--- src/rtl/ioctl_region_loader_pkg.sv ---
// Shared types and helpers for the ioctl download front end.
package ioctl_pkg;

   typedef enum logic [1:0] {
      IDLE,
      LOAD,
      HOLD
   } state_t;

   localparam logic [7:0] ROM_INDEX_DEFAULT = 8'd0;
   localparam logic [7:0] DIP_INDEX_DEFAULT = 8'd254;

   // Upper bounds used by the width-independent region lookup.
   localparam int unsigned MAX_REGIONS = 8;
   localparam int unsigned MAX_ADDR_W  = 32;

   typedef struct packed {
      logic                   hit;
      logic [MAX_REGIONS-1:0] sel;
      logic [MAX_ADDR_W-1:0]  base;
   } region_sel_t;

   // Lowest region whose exclusive end lies above addr; base is the previous end.
   function automatic region_sel_t region_of(
      input logic [MAX_ADDR_W-1:0]             addr,
      input logic [MAX_REGIONS*MAX_ADDR_W-1:0] bounds,
      input int unsigned                       nreg
   );
      region_sel_t           r;
      logic [MAX_ADDR_W-1:0] lo;
      r  = '0;
      lo = '0;
      for (int unsigned i = 0; i < MAX_REGIONS; i++) begin
         if (i < nreg && !r.hit && addr < bounds[i*MAX_ADDR_W +: MAX_ADDR_W]) begin
            r.hit    = 1'b1;
            r.sel[i] = 1'b1;
            r.base   = lo;
         end
         lo = bounds[i*MAX_ADDR_W +: MAX_ADDR_W];
      end
      return r;
   endfunction

endpackage

--- src/rtl/ioctl_region_loader_if.sv ---
// ioctl download stream as driven by hps_io.
interface ioctl_region_loader_if #(
   parameter int unsigned ADDR_W = 25
);
   logic              ioctl_download;
   logic              ioctl_wr;
   logic [ADDR_W-1:0] ioctl_addr;
   logic [7:0]        ioctl_dout;
   logic [7:0]        ioctl_index;

   modport master (
      output ioctl_download, ioctl_wr, ioctl_addr, ioctl_dout, ioctl_index
   );

   modport slave (
      input ioctl_download, ioctl_wr, ioctl_addr, ioctl_dout, ioctl_index
   );
endinterface

--- src/rtl/ioctl_region_decode.sv ---
// Combinational map of a download address to a one-hot region and region-relative address.
module ioctl_region_decode
   import ioctl_pkg::*;
#(
   parameter int unsigned                    NUM_REGIONS = 4,
   parameter int unsigned                    ADDR_W      = 25,
   parameter logic [NUM_REGIONS*ADDR_W-1:0]  REGION_END  = {25'h0A000, 25'h08000, 25'h06000, 25'h04000}
) (
   input  logic [ADDR_W-1:0]      addr_i,
   output logic [NUM_REGIONS-1:0] sel_o,
   output logic [ADDR_W-1:0]      rel_addr_o,
   output logic                   hit_o
);

   logic [MAX_REGIONS*MAX_ADDR_W-1:0] bounds;
   logic [MAX_ADDR_W-1:0]             addr_ext;
   logic [MAX_ADDR_W-1:0]             diff;
   region_sel_t                       r;

   // Widen the bounds and address to the package lookup width, then slice results back.
   always_comb begin
      bounds   = '0;
      addr_ext = '0;
      for (int unsigned i = 0; i < NUM_REGIONS; i++) begin
         bounds[i*MAX_ADDR_W +: ADDR_W] = REGION_END[i*ADDR_W +: ADDR_W];
      end
      addr_ext[ADDR_W-1:0] = addr_i;
      r          = region_of(addr_ext, bounds, NUM_REGIONS);
      diff       = addr_ext - r.base;
      sel_o      = r.sel[NUM_REGIONS-1:0];
      rel_addr_o = diff[ADDR_W-1:0];
      hit_o      = r.hit;
   end

endmodule

--- src/rtl/ioctl_region_loader.sv ---
// Download front end: routes ROM bytes to regions, captures DIP bytes, holds the core.
module ioctl_region_loader
   import ioctl_pkg::*;
#(
   parameter int unsigned                   NUM_REGIONS = 4,
   parameter int unsigned                   ADDR_W      = 25,
   parameter logic [NUM_REGIONS*ADDR_W-1:0] REGION_END  = {25'h0A000, 25'h08000, 25'h06000, 25'h04000},
   parameter logic [7:0]                    ROM_INDEX   = ROM_INDEX_DEFAULT,
   parameter logic [7:0]                    DIP_INDEX   = DIP_INDEX_DEFAULT,
   parameter int unsigned                   DIP_BYTES   = 8,
   parameter logic [DIP_BYTES*8-1:0]        DIP_DEFAULT = '0,
   parameter int unsigned                   HOLD_CYCLES = 16
) (
   input  logic                     clk_sys,
   input  logic                     reset,
   ioctl_region_loader_if.slave     ioctl,
   output logic [NUM_REGIONS-1:0]   rom_we,
   output logic [ADDR_W-1:0]        rom_addr,
   output logic [7:0]               rom_data,
   output logic [DIP_BYTES*8-1:0]   dip_sw,
   output logic                     core_hold,
   output logic                     rom_valid,
   output logic                     overflow
);

   localparam logic [ADDR_W-1:0] END_LAST = REGION_END[(NUM_REGIONS-1)*ADDR_W +: ADDR_W];
   localparam int unsigned       HC_W     = $clog2(HOLD_CYCLES + 1);

   state_t                 state_q, state_d;
   logic [HC_W-1:0]        hold_q, hold_d;
   logic                   dl_q;
   logic [7:0]             idx_q, idx_d;
   logic [ADDR_W-1:0]      count_q, count_d;
   logic [NUM_REGIONS-1:0] rom_we_q, rom_we_d;
   logic [ADDR_W-1:0]      rom_addr_q, rom_addr_d;
   logic [7:0]             rom_data_q, rom_data_d;
   logic [DIP_BYTES*8-1:0] dip_q, dip_d;
   logic                   hold_out_q, hold_out_d;
   logic                   valid_q, valid_d;
   logic                   ovf_q, ovf_d;

   logic                   rise, fall, start;
   logic [NUM_REGIONS-1:0] sel;
   logic [ADDR_W-1:0]      rel_addr;
   logic                   hit;
   logic [ADDR_W-1:0]      addr_p1;

   assign rise    = ioctl.ioctl_download & ~dl_q;
   assign fall    = ~ioctl.ioctl_download & dl_q;
   assign start   = (state_q != LOAD) && (state_d == LOAD);
   assign addr_p1 = ioctl.ioctl_addr + 1'b1;

   ioctl_region_decode #(
      .NUM_REGIONS (NUM_REGIONS),
      .ADDR_W      (ADDR_W),
      .REGION_END  (REGION_END)
   ) u_decode (
      .addr_i     (ioctl.ioctl_addr),
      .sel_o      (sel),
      .rel_addr_o (rel_addr),
      .hit_o      (hit)
   );

   // State register, hold counter and download edge detector.
   always_ff @(posedge clk_sys) begin
      if (reset) begin
         state_q <= IDLE;
         hold_q  <= '0;
         // Sampling the live level means a download already high across reset is not an edge.
         dl_q    <= ioctl.ioctl_download;
      end else begin
         state_q <= state_d;
         hold_q  <= hold_d;
         dl_q    <= ioctl.ioctl_download;
      end
   end

   // Next-state logic: start on rise, hold on fall, release after the hold count.
   always_comb begin
      state_d = state_q;
      hold_d  = hold_q;
      unique case (state_q)
         IDLE: if (rise) state_d = LOAD;
         LOAD: if (fall) begin
            state_d = HOLD;
            hold_d  = HC_W'(HOLD_CYCLES);
         end
         HOLD: begin
            if (rise) begin
               state_d = LOAD;
            end else begin
               hold_d = hold_q - 1'b1;
               if (hold_d == '0) state_d = IDLE;
            end
         end
         default: state_d = IDLE;
      endcase
   end

   // Output/datapath next values: byte routing, DIP capture, counters and flags.
   always_comb begin
      idx_d      = idx_q;
      count_d    = count_q;
      rom_we_d   = '0;
      rom_addr_d = rom_addr_q;
      rom_data_d = rom_data_q;
      dip_d      = dip_q;
      valid_d    = valid_q;
      ovf_d      = ovf_q;
      hold_out_d = (state_d != IDLE);

      if (start) begin
         idx_d = ioctl.ioctl_index;
         if (ioctl.ioctl_index == ROM_INDEX) begin
            valid_d = 1'b0;
            ovf_d   = 1'b0;
            count_d = '0;
         end
      end

      if (state_q == LOAD && ioctl.ioctl_wr) begin
         if (idx_q == ROM_INDEX) begin
            if (hit) begin
               rom_we_d   = sel;
               rom_addr_d = rel_addr;
               rom_data_d = ioctl.ioctl_dout;
               if (addr_p1 > count_q) count_d = addr_p1;
            end else begin
               ovf_d = 1'b1;
            end
         end else if (idx_q == DIP_INDEX) begin
            for (int unsigned i = 0; i < DIP_BYTES; i++) begin
               if (ioctl.ioctl_addr == ADDR_W'(i)) dip_d[i*8 +: 8] = ioctl.ioctl_dout;
            end
         end
      end

      // Uses the _d values so a byte coincident with the fall is counted.
      if (state_q == LOAD && fall && idx_q == ROM_INDEX) begin
         valid_d = (count_d == END_LAST) && !ovf_d;
      end
   end

   // Registered outputs and persistent bank.
   always_ff @(posedge clk_sys) begin
      if (reset) begin
         idx_q      <= '0;
         count_q    <= '0;
         rom_we_q   <= '0;
         rom_addr_q <= '0;
         rom_data_q <= '0;
         dip_q      <= DIP_DEFAULT;
         hold_out_q <= 1'b0;
         valid_q    <= 1'b0;
         ovf_q      <= 1'b0;
      end else begin
         idx_q      <= idx_d;
         count_q    <= count_d;
         rom_we_q   <= rom_we_d;
         rom_addr_q <= rom_addr_d;
         rom_data_q <= rom_data_d;
         dip_q      <= dip_d;
         hold_out_q <= hold_out_d;
         valid_q    <= valid_d;
         ovf_q      <= ovf_d;
      end
   end

   assign rom_we    = rom_we_q;
   assign rom_addr  = rom_addr_q;
   assign rom_data  = rom_data_q;
   assign dip_sw    = dip_q;
   assign core_hold = hold_out_q;
   assign rom_valid = valid_q;
   assign overflow  = ovf_q;

endmodule
--- src/flat_wrapper.sv ---
// flat-port wrapper written by rule: the top's interface ports become plain ports
module ioctl_region_loader_flat import ioctl_pkg::*;
#(
   parameter int unsigned                   NUM_REGIONS = 4,
   parameter int unsigned                   ADDR_W      = 25,
   parameter logic [NUM_REGIONS*ADDR_W-1:0] REGION_END  = {25'h0A000, 25'h08000, 25'h06000, 25'h04000},
   parameter logic [7:0]                    ROM_INDEX   = ROM_INDEX_DEFAULT,
   parameter logic [7:0]                    DIP_INDEX   = DIP_INDEX_DEFAULT,
   parameter int unsigned                   DIP_BYTES   = 8,
   parameter logic [DIP_BYTES*8-1:0]        DIP_DEFAULT = '0,
   parameter int unsigned                   HOLD_CYCLES = 16
)
  (clk_sys, reset, rom_we, rom_addr, rom_data, dip_sw, core_hold, rom_valid, overflow, ioctl_ioctl_download, ioctl_ioctl_wr, ioctl_ioctl_addr, ioctl_ioctl_dout, ioctl_ioctl_index);
  ioctl_region_loader_if #(.ADDR_W(ADDR_W)) ioctl_i ();
  input  logic clk_sys;
  input  logic reset;
  output logic [NUM_REGIONS-1:0] rom_we;
  output logic [ADDR_W-1:0] rom_addr;
  output logic [7:0] rom_data;
  output logic [DIP_BYTES*8-1:0] dip_sw;
  output logic core_hold;
  output logic rom_valid;
  output logic overflow;
  input wire logic [$bits(ioctl_i.ioctl_download)-1:0] ioctl_ioctl_download;
  input wire logic [$bits(ioctl_i.ioctl_wr)-1:0] ioctl_ioctl_wr;
  input wire logic [$bits(ioctl_i.ioctl_addr)-1:0] ioctl_ioctl_addr;
  input wire logic [$bits(ioctl_i.ioctl_dout)-1:0] ioctl_ioctl_dout;
  input wire logic [$bits(ioctl_i.ioctl_index)-1:0] ioctl_ioctl_index;
  assign ioctl_i.ioctl_download = ioctl_ioctl_download;
  assign ioctl_i.ioctl_wr = ioctl_ioctl_wr;
  assign ioctl_i.ioctl_addr = ioctl_ioctl_addr;
  assign ioctl_i.ioctl_dout = ioctl_ioctl_dout;
  assign ioctl_i.ioctl_index = ioctl_ioctl_index;
  ioctl_region_loader #(.NUM_REGIONS(NUM_REGIONS), .ADDR_W(ADDR_W), .REGION_END(REGION_END), .ROM_INDEX(ROM_INDEX), .DIP_INDEX(DIP_INDEX), .DIP_BYTES(DIP_BYTES), .DIP_DEFAULT(DIP_DEFAULT), .HOLD_CYCLES(HOLD_CYCLES)) u_core (.clk_sys(clk_sys), .reset(reset), .ioctl(ioctl_i), .rom_we(rom_we), .rom_addr(rom_addr), .rom_data(rom_data), .dip_sw(dip_sw), .core_hold(core_hold), .rom_valid(rom_valid), .overflow(overflow));
endmodule
--- config.mk ---
export PLATFORM = sky130hd
export DESIGN_NAME = ioctl_region_loader_flat
export DESIGN_NICKNAME = d
export VERILOG_FILES = /design/src/rtl/ioctl_region_loader_pkg.sv /design/src/rtl/ioctl_region_loader_if.sv /design/src/rtl/ioctl_region_decode.sv /design/src/rtl/ioctl_region_loader.sv /design/src/flat_wrapper.sv
export SDC_FILE = /design/constraint.sdc
export NUM_CORES = 1
export LEC_CHECK = 0
export BUFFER_PORTS_ARGS = -buffer_cell sky130_fd_sc_hd__buf_2
export CAP_MARGIN = 10
export CORE_MARGIN = 4
export CORE_UTILIZATION = 34
export CTS_BUF_LIST = sky130_fd_sc_hd__clkbuf_16
export DETAILED_ROUTE_END_ITERATION = 10
export GPL_ROUTABILITY_DRIVEN = 0
export GPL_TIMING_DRIVEN = 0
export MAX_ROUTING_LAYER = met4
export RECOVER_POWER = 50
export SETUP_SLACK_MARGIN = 0.2
export SLEW_MARGIN = 30
export SYNTH_ARGS = -nofsm -noshare
export SYNTH_HDL_FRONTEND = slang
export SYNTH_SLANG_ARGS = --single-unit
--- constraint.sdc ---
create_clock -name clk_sys -period 10.6 [get_ports clk_sys]
set_input_delay 2.65 -clock clk_sys [delete_from_list [all_inputs] [get_ports clk_sys]]
set_output_delay 2.65 -clock clk_sys [all_outputs]
set_load 0.005 [all_outputs]
==> results of run 1 <==
==> area by class of cell <==
class | count | area, µm² | area share [%]
clock inverter | 15 | 155 | 1.84
inverter | 41 | 154 | 1.83
multi-input combinational | 558 | 3690 | 43.8
tap | 265 | 332 | 3.94
timing repair buffer | 133 | 558 | 6.62
buffer | 47 | 191 | 2.27
sequential | 145 | 2900 | 34.5
antenna | 8 | 20.0 | 0.238
clock buffer | 17 | 425 | 5.05
==> synthesized netlist by cell type, types with 3 or more instances <==
library cell,count
nand4b_1,3
nand2_1,69
nand2b_1,12
mux2i_1,72
buf_2,9
nand3_1,39
ha_1,38
a211oi_1,6
or4_1,4
nand2_4,4
dfxtp_1,145
nand2_2,4
nand4_1,12
xor2_1,9
nor3_1,12
inv_1,41
clkbuf_1,37
nor4_1,18
o21a_1,11
or3_1,4
o21ai_1,10
a21oi_1,37
nor4b_1,3
o21bai_1,4
and3_1,13
or2_2,3
nor2_1,104
o21ai_0,15
o31ai_1,7
nor2b_1,3
xnor2_1,17
==> worst register-to-register path, cell delays in order, from the launching register on <==
cell and delay [ns]:
dfxtp_1 0.36, inv_1 0.10, ha_1 0.14, buf_4 0.16, or4b_1 0.44, nor4_1 0.40
nand3_1 0.16, or2_0 0.37, nand4b_4 0.28, clkbuf_1 0.29, nand3_1 0.17, o31ai_1 0.08
==> metrics by stage <==
step | util, % | worst slack [ns] | area [µm²]
after detailed placement | 40.1 | 4.04 | 7930
after global routing | 42.6 | 4.16 | 8430
after global placement | 40.1 | 4.12 | 7930
final | 42.6 | 4.47 | 8430
after CTS | 43.0 | 4.48 | 8510
after floorplan | - | 4.97 | 6930
==> power by group through the flow <==
stage / Sequential (µW) / Combinational, µW / Clock, µW
floorplan: 560 / 49.2 / 0
global placement: 561 / 78.8 / 0
detailed placement: 561 / 79.2 / 0
CTS: 549 / 79.7 / 611
global route: 549 / 88.0 / 632
finish: 549 / 79.6 / 600
==> sequential cells by signal, summed over array words and instances, names as in the netlist <==
register          flops
u_core.core_hold      1
u_core.count_q       25
u_core.dip_sw        64
u_core.dl_q           1
u_core.hold_q         5
u_core.idx_q          8
u_core.overflow       1
u_core.rom_addr      25
u_core.rom_data       8
u_core.rom_valid      1
u_core.rom_we         4
u_core.state_q        2
==> path summary, 6_finish.rpt <==
path	startpoint	endpoint
worst min-delay path	u_core.rom_addr[5]	u_core.rom_addr[5]
worst max-delay path	ioctl_ioctl_addr[0]	u_core.count_q[12]
worst max register to register	u_core.state_q[1]	u_core.count_q[12]
worst min register to register	u_core.rom_addr[5]	u_core.rom_addr[5]
==> layer usage <==
layer	up-vias	global-route usage [%]	part of all wire [%]	routed length [µm]
li1	3033	-	-	-
met1	2859	22.3	44	8970
met2	159	28.7	46	9360
met3	29	6.43	8.1	1640
met4	0	6.71	1.7	337
met5	-	-	0	0
==> kinds of logic after synthesis <==
group | synth area share [%]
adder cells (fa/ha/maj) | 7.15
multiplexers | 10.4
AND/OR/NAND/NOR | 23.8
XOR/XNOR | 3.29
flip-flops | 41.9
buffers and inverters | 4.98
AO/OA/AOI/OAI | 8.50
==> reports/results.txt, run 1 <==
Seq pwr share - 44.7%
Wirelength, routed - 20,300 µm
Hpwl dp - 15,400 µm
Fmax - 163 MHz
Slowest stage delay, CP - 0.42 ns
Worst path depth - 18
Antenna violation net count after detailed routing - 0
Maxcap violations - 0
H-Tree Depth - 4
CP Max Fanout - 10
DRT iter0 DRCs - 262
Post-synth cell types - 53
CP max-delay cell - clkbuf_1
Skew-Pair Late Insertion Delay - 0.43 ns
Required time of the worst setup path - 10.93 ns
Pin count of the biggest net entering global routing - 17
Slew Limit Headroom - 52.3%
Internal power - 921 µW
Worst path bufs/invs - 4
Post-Layout Cell Count - 1,229
Worst hold path type - flip-flop to flip-flop
Grt ovf - 0
Root buffer cell - clkbuf_16
P&R area growth vs syn - 21.6%
Placed insts - 1,189
Final Setup Violations - 0
CTS Hold Bufs - 0
RSZ-0062 raised after global routing - no
Startpoint types - input port
Syn_nets - 875
Sw Ratio - 25.0%
Layout cells sized above 1 - 11.0%
Pin slew with the least headroom to its limit - 0.709 ns
I/O Pins - 149
Synth top area cells - dfxtp_1 42%, mux2i_1 10%, ha_1 6.9%, nor2_1 5.6%, nand2_1 3.7%
Die footprint - 22,700 µm²
Power Dens Cells - 146 nW/µm²
Hold Vio Cnt, Final - 0
Post-CTS sizing - 0
Synth Warn # - 0
Sink Count - 145
Setup bufs post-CTS - 0
Setup tns final - 0 ns
Worst Hold Margin - 0.454 ns
R2R setup slack - 7.51 ns
Top cell type's share of synthesized area - 41.9%
Mean area per synthesized cell - 8.76 µm²
Leak - 0.00360 µW
Worst Skew - 0.0140 ns
CP cell instances - buf_2, ha_1, clkbuf_1, and4_1, clkbuf_1, nand3_1, nor2_1, nand3_1, xnor2_1, ha_1, a211oi_1, o21bai_1, nor4_1, o211ai_1, nand4b_4, clkbuf_1, nand3_1, o31ai_1
VDD IR max - 0.114 mV
R2R depth - 11
Final nets - 1,027
Via count - 6,080
Critical path type - input port to flip-flop
Synthesized cell area - 6930 µm²
DRC viols - 0
Synth Flop Type - dfxtp_1
Overall power - 1230 µW
Leading area contributor after synthesis - dfxtp_1
CTS tree - built
Crit. End Element - flip-flop
Post-Synthesis Cells - 791
CTS max path bufs - 2
Die Wd - 151 µm
Pins Over Slew Limit - 0
Async SR Flop Fraction - 0%
Final min period - 6.13 ns
Commonest non-fill, non-tap cell in the layout - dfxtp_1
Pre-antenna DRT Iters - 5
CP delay by family, top - simple AND/OR/NAND/NOR gates
FF+latch count, synth - 145
Fill count - 2,094
Vias in the first global route - 6,042
Clock Pin Slew Worst Setup and Hold Paths - 0.06 ns
Logic pwr share - 6.5%
CORE AREA - 19,800 µm²
Seq/Total Area, Yosys - 41.9%
Number of synthesized flops with an enable pin - 0
Avg WL per Cell - 16.5 µm
Clk pwr share - 48.8%
Initial antenna violation count - 8
Starting density of the core - 35.0%
Most frequent cells in the layout - 145 x dfxtp_1, 123 x clkbuf_1, 104 x nor2_1
Vias per Instance - 4.95
CTS buffer count - 17
Worst hold path depth - 2
First-pass GRT wire length - 31,400 µm
Row cnt - 51
Outcome - finished, final reports clean
Total track usage - 18.5%
Critical path arrival - 6.46 ns
Final cycle utilization of the critical path - 57.8%
Psw - 307 µW
Die height - 151 µm
Port Buffers - 133
Note: power is estimated with default switching activity, not from simulation.
==> run 2: changes to the inputs <==
Settings changed: ABC_AREA set to 1.
Clock period 10.6 ns to 6.4 ns, I/O delays scaled along.
==> reports/results.txt, run 2 <==
Register area - 2900 µm²
Area of the multi-input gates - 3340 µm²
Leading area contributor after synthesis - dfxtp_1
RSZ-0062 raised after global routing - no
FF+latch count, synth - 145
Most frequent cells in the layout - 163 x inv_1, 145 x dfxtp_1, 119 x nor2_1
Largest family of logic cells by synthesized area - simple AND/OR/NAND/NOR gates
P&R area growth vs syn - 22.2%
Final min period - 5.58 ns
Power Dens Cells - 243 nW/µm²
H-Tree Depth - 4
Required time of the worst setup path - 6.77 ns
Antenna violation net count after detailed routing - 0
Final Util - 42.5%
Root buffer cell - clkbuf_16
Slew Limit Headroom - 57.1%
Async SR Flop Fraction - 0%
Pin slew with the least headroom to its limit - 0.643 ns
Worst Skew - 0.00989 ns
Syn_nets - 1,062
Hpwl dp - 16,600 µm
Multiplexer share of the synthesized area - 0%
Pins Over Slew Limit - 0
Number of synthesized flops with an enable pin - 0
Synth top area cells - dfxtp_1 41%, inv_1 8.6%, a21oi_1 7.6%, o21ai_0 7.6%, ha_1 6.7%
Final cycle utilization of the critical path - 87.1%
CTS buffer count - 17
Post-synth cell types - 39
Sink Count - 145
Wirelength, routed - 21,600 µm
DRC viols - 0
Skew-Pair Late Insertion Delay - 0.44 ns
Setup tns final - 0 ns
CTS max path bufs - 2
CP max-delay cell - ha_1
Crit. End Element - flip-flop
CTS tree - built
Via count - 6,674
Synth Warn # - 0
Critical path type - input port to flip-flop
Row cnt - 52
Most common cell in the netlist - inv_1
Overall power - 2100 µW
First-pass GRT wire length - 34,000 µm
Maxcap violations - 0
Worst hold path type - flip-flop to flip-flop
Die height - 152 µm
Synthesized cell area - 7090 µm²
Mean area per synthesized cell - 7.25 µm²
Vias per Instance - 4.68
Setup bufs post-CTS - 0
Fill count - 2,138
VDD IR max - 0.196 mV
CTS Hold Bufs - 0
Pin count of the biggest net entering global routing - 18
Synth top cells by count - 162 x inv_1, 145 x dfxtp_1, 116 x nor2_1
Simple-Gate Fraction of Synth Area - 20.9%
Post-Synthesis Cells - 978
I/O Pins - 149
Initial antenna violation count - 0
DRT iter0 DRCs - 413
Final nets - 1,226
Outcome - finished, final reports clean
Starting density of the core - 34.8%
CORE AREA - 20,400 µm²
XOR/XNOR share of the synthesized area - 2.72%
Post-synthesis compound-gate area fraction - 16.7%
Pre-antenna DRT Iters - 5
Synth Flop Type - dfxtp_1
Total track usage - 18.9%
Slowest stage delay, CP - 0.31 ns
Startpoint types - input port
Post-CTS sizing - 0
Grt ovf - 0
Leak - 0.00359 µW
Layout cells sized above 1 - 13.2%
Fmax - 179 MHz
Port Buffers - 145
Flip-flop count of the largest register, all copies and words added - 64
Die Wd - 152 µm
Seq/Total Area, Yosys - 40.9%
Fraction of the mapped netlist area in adder cells - 6.99%
Top cell type's share of synthesized area - 40.9%
Hold Vio Cnt, Final - 0
Clock Pin Slew Worst Setup and Hold Paths - 0.07 ns
Die footprint - 23,200 µm²
Avg WL per Cell - 15.1 µm
Commonest non-fill, non-tap cell in the layout - inv_1
CP Max Fanout - 10
Final Setup Violations - 0
Vias in the first global route - 6,226
Critical path arrival - 5.94 ns
Antenna Cells - 0
==> run 2: layer usage <==
layer / GRT usage, % / vias to the layer above / part of all wire [%]
li1: - / 3476 / -
met1: 25.8 / 2988 / 48
met2: 28.3 / 191 / 44
met3: 3.89 / 19 / 6.5
met4: 5.44 / 0 / 1.4
met5: - / - / 0
==> run 2: final cells by class <==
type	instances	area share, %
repair buffers	145	7.41
clock inverters	15	2.19
clock buffers	17	4.91
plain buffers	36	1.86
flip-flops and latches	145	33.5
inverters	177	7.67
multi-input cells	620	38.6
well taps	270	3.90
==> run 2: critical path: cells and delay by family <==
kind / cells / cell delay [ns]
and+or+nand+nor: 21 / 2.89
xor gates and xnor gates: 1 / 0.18
buffers and inverters: 5 / 0.60
adders and majority gates: 2 / 0.55
AOI/OAI and AO/OA: 1 / 0.11
==> run 2: metrics by stage <==
stage	hold slack, ns	instances	area (µm²)	setup slack (ns)
finish	0.442	1425	8660	0.824
global route	0.459	1425	8660	0.371
CTS	0.445	1425	8770	0.870
detailed placement	0.433	1393	8150	0.417
global placement	0.432	1393	8150	0.439
floorplan	0.440	978	7090	1.34
==> run 2: power by group <==
group / internal (µW) / leakage [µW] / switching, µW
logic: 51.1 / 0.00213 / 111
clock network: 562 / 0.000293 / 463
registers: 912 / 0.00117 / 6.19
==> run 2: logic make-up after synthesis <==
family,Yosys count
AND/OR/NAND/NOR,328
adder cells (fa/ha/maj),39
AO/OA/AOI/OAI,231
buffers and inverters,213
XOR/XNOR,22
flip-flops,145
==> run 2: path summary, 6_finish.rpt <==
kind | endpoint | from | slack [ns] | cells past startpoint
worst max-delay path | u_core.rom_valid | ioctl_ioctl_addr[0] | 0.82 | 30
worst max register to register | u_core.dip_sw[13] | u_core.state_q[1] | 3.62 | 10
worst min-delay path | u_core.dip_sw[39] | u_core.dip_sw[39] | 0.44 | 2
worst min register to register | u_core.dip_sw[39] | u_core.dip_sw[39] | 0.44 | 2
